[src/rtl/dct_pkg.sv]
// Shared types and constants for the 4x4 DCT pass sequencer.
// Blocks are 16 row-major 8-bit elements, element [0][0] in the top byte.
package dct_pkg;

  localparam int unsigned ELEM_W = 8;
  localparam int unsigned N      = 4;
  localparam int unsigned BLK_W  = 128;

  typedef logic [BLK_W-1:0] blk_t;

  typedef enum logic [1:0] {
    IDLE  = 2'd0,
    PASS1 = 2'd1,
    PASS2 = 2'd2,
    DONE  = 2'd3
  } state_t;

  localparam blk_t IDENTITY4    = 128'h01000000_00010000_00000100_00000001;
  localparam blk_t DEFAULT_COEF = 128'h01010101_0201FFFE_01FFFF01_01FE02FF;

  function automatic logic [ELEM_W-1:0] elem(input blk_t blk, input int unsigned r,
                                             input int unsigned c);
    return blk[BLK_W-1-ELEM_W*(N*r+c) -: ELEM_W];
  endfunction

  // Pure byte rewiring; no arithmetic.
  function automatic blk_t transpose4x4(input blk_t blk);
    blk_t t;
    t = '0;
    for (int unsigned r = 0; r < N; r++) begin
      for (int unsigned c = 0; c < N; c++) begin
        t[BLK_W-1-ELEM_W*(N*r+c) -: ELEM_W] = elem(blk, c, r);
      end
    end
    return t;
  endfunction

endpackage

[src/rtl/dct4x4_pass_sequencer.sv]
// Two-pass controller computing Y = T*X*T^T on a shared 4x4 matrix multiplier.
// Pass 1 forms T*X, pass 2 forms tmp*T^T; the result waits in DONE for out_ready.
module dct4x4_pass_sequencer
  import dct_pkg::*;
#(
  parameter blk_t        COEF     = DEFAULT_COEF,
  parameter int unsigned MULT_LAT = 0,
  parameter int unsigned CNT_W    = 16
) (
  input  logic             clk,
  input  logic             rst,
  input  logic             in_valid,
  output logic             in_ready,
  input  logic [127:0]     in_block,
  output logic [127:0]     mult_a,
  output logic [127:0]     mult_b,
  output logic             mult_req,
  input  logic [127:0]     mult_c,
  output logic             out_valid,
  input  logic             out_ready,
  output logic [127:0]     out_block,
  output logic             busy,
  output logic [CNT_W-1:0] blk_count
);

  localparam int unsigned       WAIT_W    = (MULT_LAT > 0) ? $clog2(MULT_LAT + 1) : 1;
  localparam logic [WAIT_W-1:0] WAIT_INIT = WAIT_W'(MULT_LAT);
  localparam blk_t              COEF_T    = transpose4x4(COEF);

  state_t            state, state_n;
  logic [WAIT_W-1:0] wait_cnt, wait_n;
  blk_t              x_reg, x_n;
  blk_t              tmp_reg, tmp_n;
  blk_t              out_reg, out_n;
  logic [CNT_W-1:0]  cnt_q, cnt_n;
  logic              req_q, req_n;
  logic              valid_q, valid_n;

  // Next-state and register next-values
  always_comb begin
    state_n = state;
    wait_n  = wait_cnt;
    x_n     = x_reg;
    tmp_n   = tmp_reg;
    out_n   = out_reg;
    cnt_n   = cnt_q;
    req_n   = 1'b0;
    valid_n = 1'b0;
    case (state)
      IDLE: begin
        if (in_valid) begin
          x_n     = in_block;
          wait_n  = WAIT_INIT;
          req_n   = 1'b1;
          state_n = PASS1;
        end
      end
      PASS1: begin
        if (wait_cnt == '0) begin
          tmp_n   = mult_c;
          wait_n  = WAIT_INIT;
          req_n   = 1'b1;
          state_n = PASS2;
        end else begin
          wait_n = wait_cnt - 1'b1;
        end
      end
      PASS2: begin
        if (wait_cnt == '0) begin
          out_n   = mult_c;
          valid_n = 1'b1;
          state_n = DONE;
        end else begin
          wait_n = wait_cnt - 1'b1;
        end
      end
      DONE: begin
        if (out_ready) begin
          cnt_n   = cnt_q + 1'b1;
          state_n = IDLE;
        end else begin
          valid_n = 1'b1;
        end
      end
      default: state_n = IDLE;
    endcase
  end

  // State and datapath registers
  always_ff @(posedge clk or posedge rst) begin
    if (rst) begin
      state    <= IDLE;
      wait_cnt <= '0;
      x_reg    <= '0;
      tmp_reg  <= '0;
      out_reg  <= '0;
      cnt_q    <= '0;
      req_q    <= 1'b0;
      valid_q  <= 1'b0;
    end else begin
      state    <= state_n;
      wait_cnt <= wait_n;
      x_reg    <= x_n;
      tmp_reg  <= tmp_n;
      out_reg  <= out_n;
      cnt_q    <= cnt_n;
      req_q    <= req_n;
      valid_q  <= valid_n;
    end
  end

  // Operand steering is a pure decode of the registered state
  always_comb begin
    mult_a = '0;
    mult_b = '0;
    case (state)
      PASS1: begin
        mult_a = COEF;
        mult_b = x_reg;
      end
      PASS2: begin
        mult_a = tmp_reg;
        mult_b = COEF_T;
      end
      default: ;
    endcase
  end

  assign in_ready  = (state == IDLE);
  assign busy      = (state != IDLE);
  assign mult_req  = req_q;
  assign out_valid = valid_q;
  assign out_block = out_reg;
  assign blk_count = cnt_q;

endmodule

[config.mk]
export PLATFORM = sky130hd
export DESIGN_NAME = dct4x4_pass_sequencer
export DESIGN_NICKNAME = d
export VERILOG_FILES = /design/src/rtl/dct_pkg.sv /design/src/rtl/dct4x4_pass_sequencer.sv
export SDC_FILE = /design/constraint.sdc
export NUM_CORES = 1
export LEC_CHECK = 0
export ABC_AREA = 1
export BUFFER_PORTS_ARGS = -buffer_cell sky130_fd_sc_hd__buf_2
export CAP_MARGIN = 25
export CELL_PAD_IN_SITES_DETAIL_PLACEMENT = 0
export CELL_PAD_IN_SITES_GLOBAL_PLACEMENT = 2
export CORE_ASPECT_RATIO = 0.6
export CORE_MARGIN = 1
export CORE_UTILIZATION = 28
export DETAILED_ROUTE_END_ITERATION = 16
export HOLD_SLACK_MARGIN = 0.12
export PLACE_DENSITY = 0.86
export SKIP_CTS_REPAIR_TIMING = 1
export SYNTH_ARGS = -nofsm -noshare
export SYNTH_HDL_FRONTEND = slang
export SYNTH_SLANG_ARGS = --single-unit
export TNS_END_PERCENT = 20
[constraint.sdc]
create_clock -name clk -period 15.9 [get_ports clk]
set_input_delay 0.795 -clock clk [delete_from_list [all_inputs] [get_ports clk]]
set_output_delay 0.795 -clock clk [all_outputs]
set_load 0.1 [all_outputs]
* Word level (Yosys, flattened, before mapping)
Cells that the tools add are included.
Word-level totals: output and inout port bits 404, bits in registers 405
Operators by class: $add $sub $neg 2, reductions and logical operators 10, mux-type cells 15, bitwise gates (word level) 1, equal/unequal tests 7
Operator list (number):
- case mux 128 bit (2 select lines) | 2
- adder 16 x 1 -> 16 bit (second input constant) | 1
- AND reduction 2 bit | 5
- two-way mux 2 bit | 4
- != test 2 bit (second input constant) | 4
- case mux 2 bit (4 select lines) | 1
- case mux 1 bit (2 select lines) | 3
- two-way mux 1 bit | 5
- == test 2 bit (second input constant) | 2
- AND reduction 4 bit | 1
- nonzero test 2 bit | 2
- == test 2 x 1 -> 1 bit (second input constant) | 1
- zero test 2 bit | 1
- OR reduction 2 bit | 1
- inverter 1 bit | 1
- subtractor 1 bit (second input constant) | 1

* Logic depth before layout (Yosys ltp)
depth in word-level cells 4, gate-level depth with buffers 8, depth with buffers taken out 8

* Worst setup path before layout
Ideal clock, no wire load.
path kind register -> output, start point reg state[1], end point out mult_b[77], setup slack 11.824 ns, stages on the path, launching flop included 7, arrival 3.281 ns, data required time 15.105 ns, path buffers 2, path through dfrtp_1 > inv_1 > ha_1 > buf_4 > nand2_2 > buf_4 > o21ai_0
Between the ends: cells in the longest elaborated chain, start to end 2, elaborated cells on any way between the ends 3, those cells by class eq/ne (2); mux (1)
Ends and longest elaborated chain:
- start: declaration | RTL line dct4x4_pass_sequencer.sv:30 | state_t state, state_n;
- start signal: assignment | RTL line dct4x4_pass_sequencer.sv:101 | state <= state_n;
- == test 2 bit / == test 2 x 1 -> 1 bit (equally long branches) | RTL line dct4x4_pass_sequencer.sv:116 | case (state)
- case mux 128 bit (2 select lines) (*) | RTL line dct4x4_pass_sequencer.sv:116
- end: declaration | RTL line dct4x4_pass_sequencer.sv:16 | output logic [127:0] mult_b,
Every way passes the cells marked *; elsewhere a longest branch is shown, timed or not.

* Worst setup path after layout
start point reg state[1], end point out mult_a[54]
Between the ends: cells in the longest elaborated chain, start to end 2, elaborated cells on any way between the ends 3, those cells by class eq/ne (2); mux (1)
Ends and longest elaborated chain:
- == test 2 bit / == test 2 x 1 -> 1 bit (equally long branches) | RTL line dct4x4_pass_sequencer.sv:116
- case mux 128 bit (2 select lines) (*) | RTL line dct4x4_pass_sequencer.sv:116
- end: declaration | RTL line dct4x4_pass_sequencer.sv:15 | output logic [127:0] mult_a,
Marks and branches as above.

==> metrics.txt <==
status completed; Area growth syn-to-layout 31.76%; GR Util All Layers 17.22%; share of the yosys chip area belonging to registers 58.89%; startpoint types flip-flop; Critical path origin state[1]; final instance area 22620 um2; Cells after Synth 1843; Rel. slew slack 30.65%; Pins Over Slew Limit 0; core region area 59920 um2; CP max stage delay 0.84 ns; reg2reg setup slack 12.86 ns; Via Count 14390; drt wl/cell 16.43 um; Hold WC Path Type primary input to async pin; first-pass GRT wire length approximately 85000 um; commonest non-fill, non-tap cell in the layout buf_2; Worst-path clk slew ~0.060 ns; Placed Area approximately 21000 um2; Achievable Freq 0.2057 GHz; die area between 60000 and 70000 um2; skew final 0.02031 ns; Final Setup Violations 0; initial DRC count 875; Final Cycle Share 30.58%; area of the mapped netlist roughly 17000 um2; total wire length 54430 um; CTS tree yes; CTS Sinks 404; share of layout cells above drive strength 1 between 30% and 40%; vias in the first global route 14640; yosys synthesis warning count 0; ANT nets after route 0; CP required ~15 ns; most frequent cells in the layout buf_2, dfrtp_1, nand2_1; syn_area_per_cell 9.314 um2; crit end category primary output; TritonCTS buffer count 42; r2r startpoint state[0]; #FFs+latches synth 404; RePlAce Congestion 0.8597; Crit Path Max Fanout 100; CP Cell Sequence inv_1 > ha_4 > buf_4 > buf_4 > o21ai_4 > buf_12 > a21oi_1 > buf_2; Final #Nets 2724; Fin Setup TNS 0 ns; Synth cell types 22; Die H 193.8 um; worst r2r dst out_block[91]; grt ovf 0; num rows 69; Worst Setup EP mult_a[54]; H-tree depth 2; Initial Utilization 28.65%; Least-Margin Pin Slew approximately 1.0 ns; Root Buffer clkbuf_16; CP max-delay cell buf_4; R2R cell count 5; Max Cap Viol 0; Final Critical Period between 4 and 5 ns; Clk Latency, worst-skew pair 0.56 ns; Top Ports around 660; Syn Nets roughly 2100; Vias/cell 4.344; CTS Buffer Depth 3; initial antenna violation count 10; Initial DRT Pass Iterations 4; DP HPWL about 40000 um; residual DRC count 0; CP Data Arrival Time ~4.1 ns; port bufs 663; Final Hold Fails 0; CP most frequent cell buf_4; RSZ-0062 raised after global routing no; die width 321.7 um; largest net degree at the start of global routing between 100 and 150; crit path kind flip-flop to primary output
==> synthesized netlist by cell type (all sizes together) <==
master  instances  area [um2]
dfrtp         404       10110
nand2         398        1496
inv           270        1013
nor2          212       795.8
a21oi         171       855.8
mux2          133        1498
o21ai         122       610.6
buf            77       461.7
clkbuf         32       120.1
ha              6       75.07
nand3           4       20.02
xnor2           4       35.03
xor2            4       35.03
nand4           3       18.77
nand3b          1       7.510
o21bai          1       7.510
o22ai           1       6.260
==> worst min-delay path by stage <==
| stage | to | slack (ns) | depth (start not counted) |
|---|---|---|---|
| global route | x_reg[86] | 0.32 | 2 |
| CTS | x_reg[83] | 0.30 | 2 |
| detailed placement | tmp_reg[34] | 0.46 | 2 |
| floorplan | tmp_reg[100] | 0.44 | 2 |
| finish | x_reg[86] | 0.31 | 2 |
| global placement | tmp_reg[38] | 0.45 | 2 |
==> logic make-up after synthesis <==
family                     Yosys count  share of synthesized area [%]
AOI/OAI and AO/OA                  295                          8.622
muxes                              133                          8.725
and+or+nand+nor                    618                          13.62
xor gates and xnor gates             8                         0.4081
DFF                                404                          58.89
buffers and inverters              379                          9.293
adders and majority gates            6                         0.4373
==> per-layer routing <==
layer	GRT usage, %	vias up	part of all wire (%)
met5	0	-	0.075
met4	4.815	6	2.4
met2	27.91	365	47
met1	22.85	6989	45
met3	4.157	94	5.8
li1	-	6934	-
==> area by class of cell <==
cell class              instances  area [um2]
well taps                     816        1021
diodes                          6       15.01
inverters                     270        1023
multi-input cells            1060        5513
clock buffers                  60        1252
flip-flops and latches        404       10110
fillers                      6333       37300
repair buffers                680        3491
clock inverters                16       192.7
==> per-stage QoR <==
step           cells  util [%]  worst slack (ns)  hold slack [ns]
5_1_grt         3309     37.74             10.68           0.3236
2_1_floorplan   1843         -             3.867           0.4417
3_3_place_gp    3227     35.20             11.55           0.4538
4_1_cts         3304     37.65             10.75           0.3048
6_report        3312     37.75             11.04           0.3097
3_5_place_dp    3228     35.23             11.39           0.4580
==> worst max-delay path: cells and delay by family, from the launching register on <==
family                   cells  cell delay (ns)
flip-flops                   1             0.42
buffers and inverters        5             2.20
AO/OA/AOI/OAI                2             0.39
adder cells (fa/ha/maj)      1             0.46
Power is left out: the tool's default activity adds up to more than one toggle a clock period on the data nets, which glitch-free logic cannot reach.
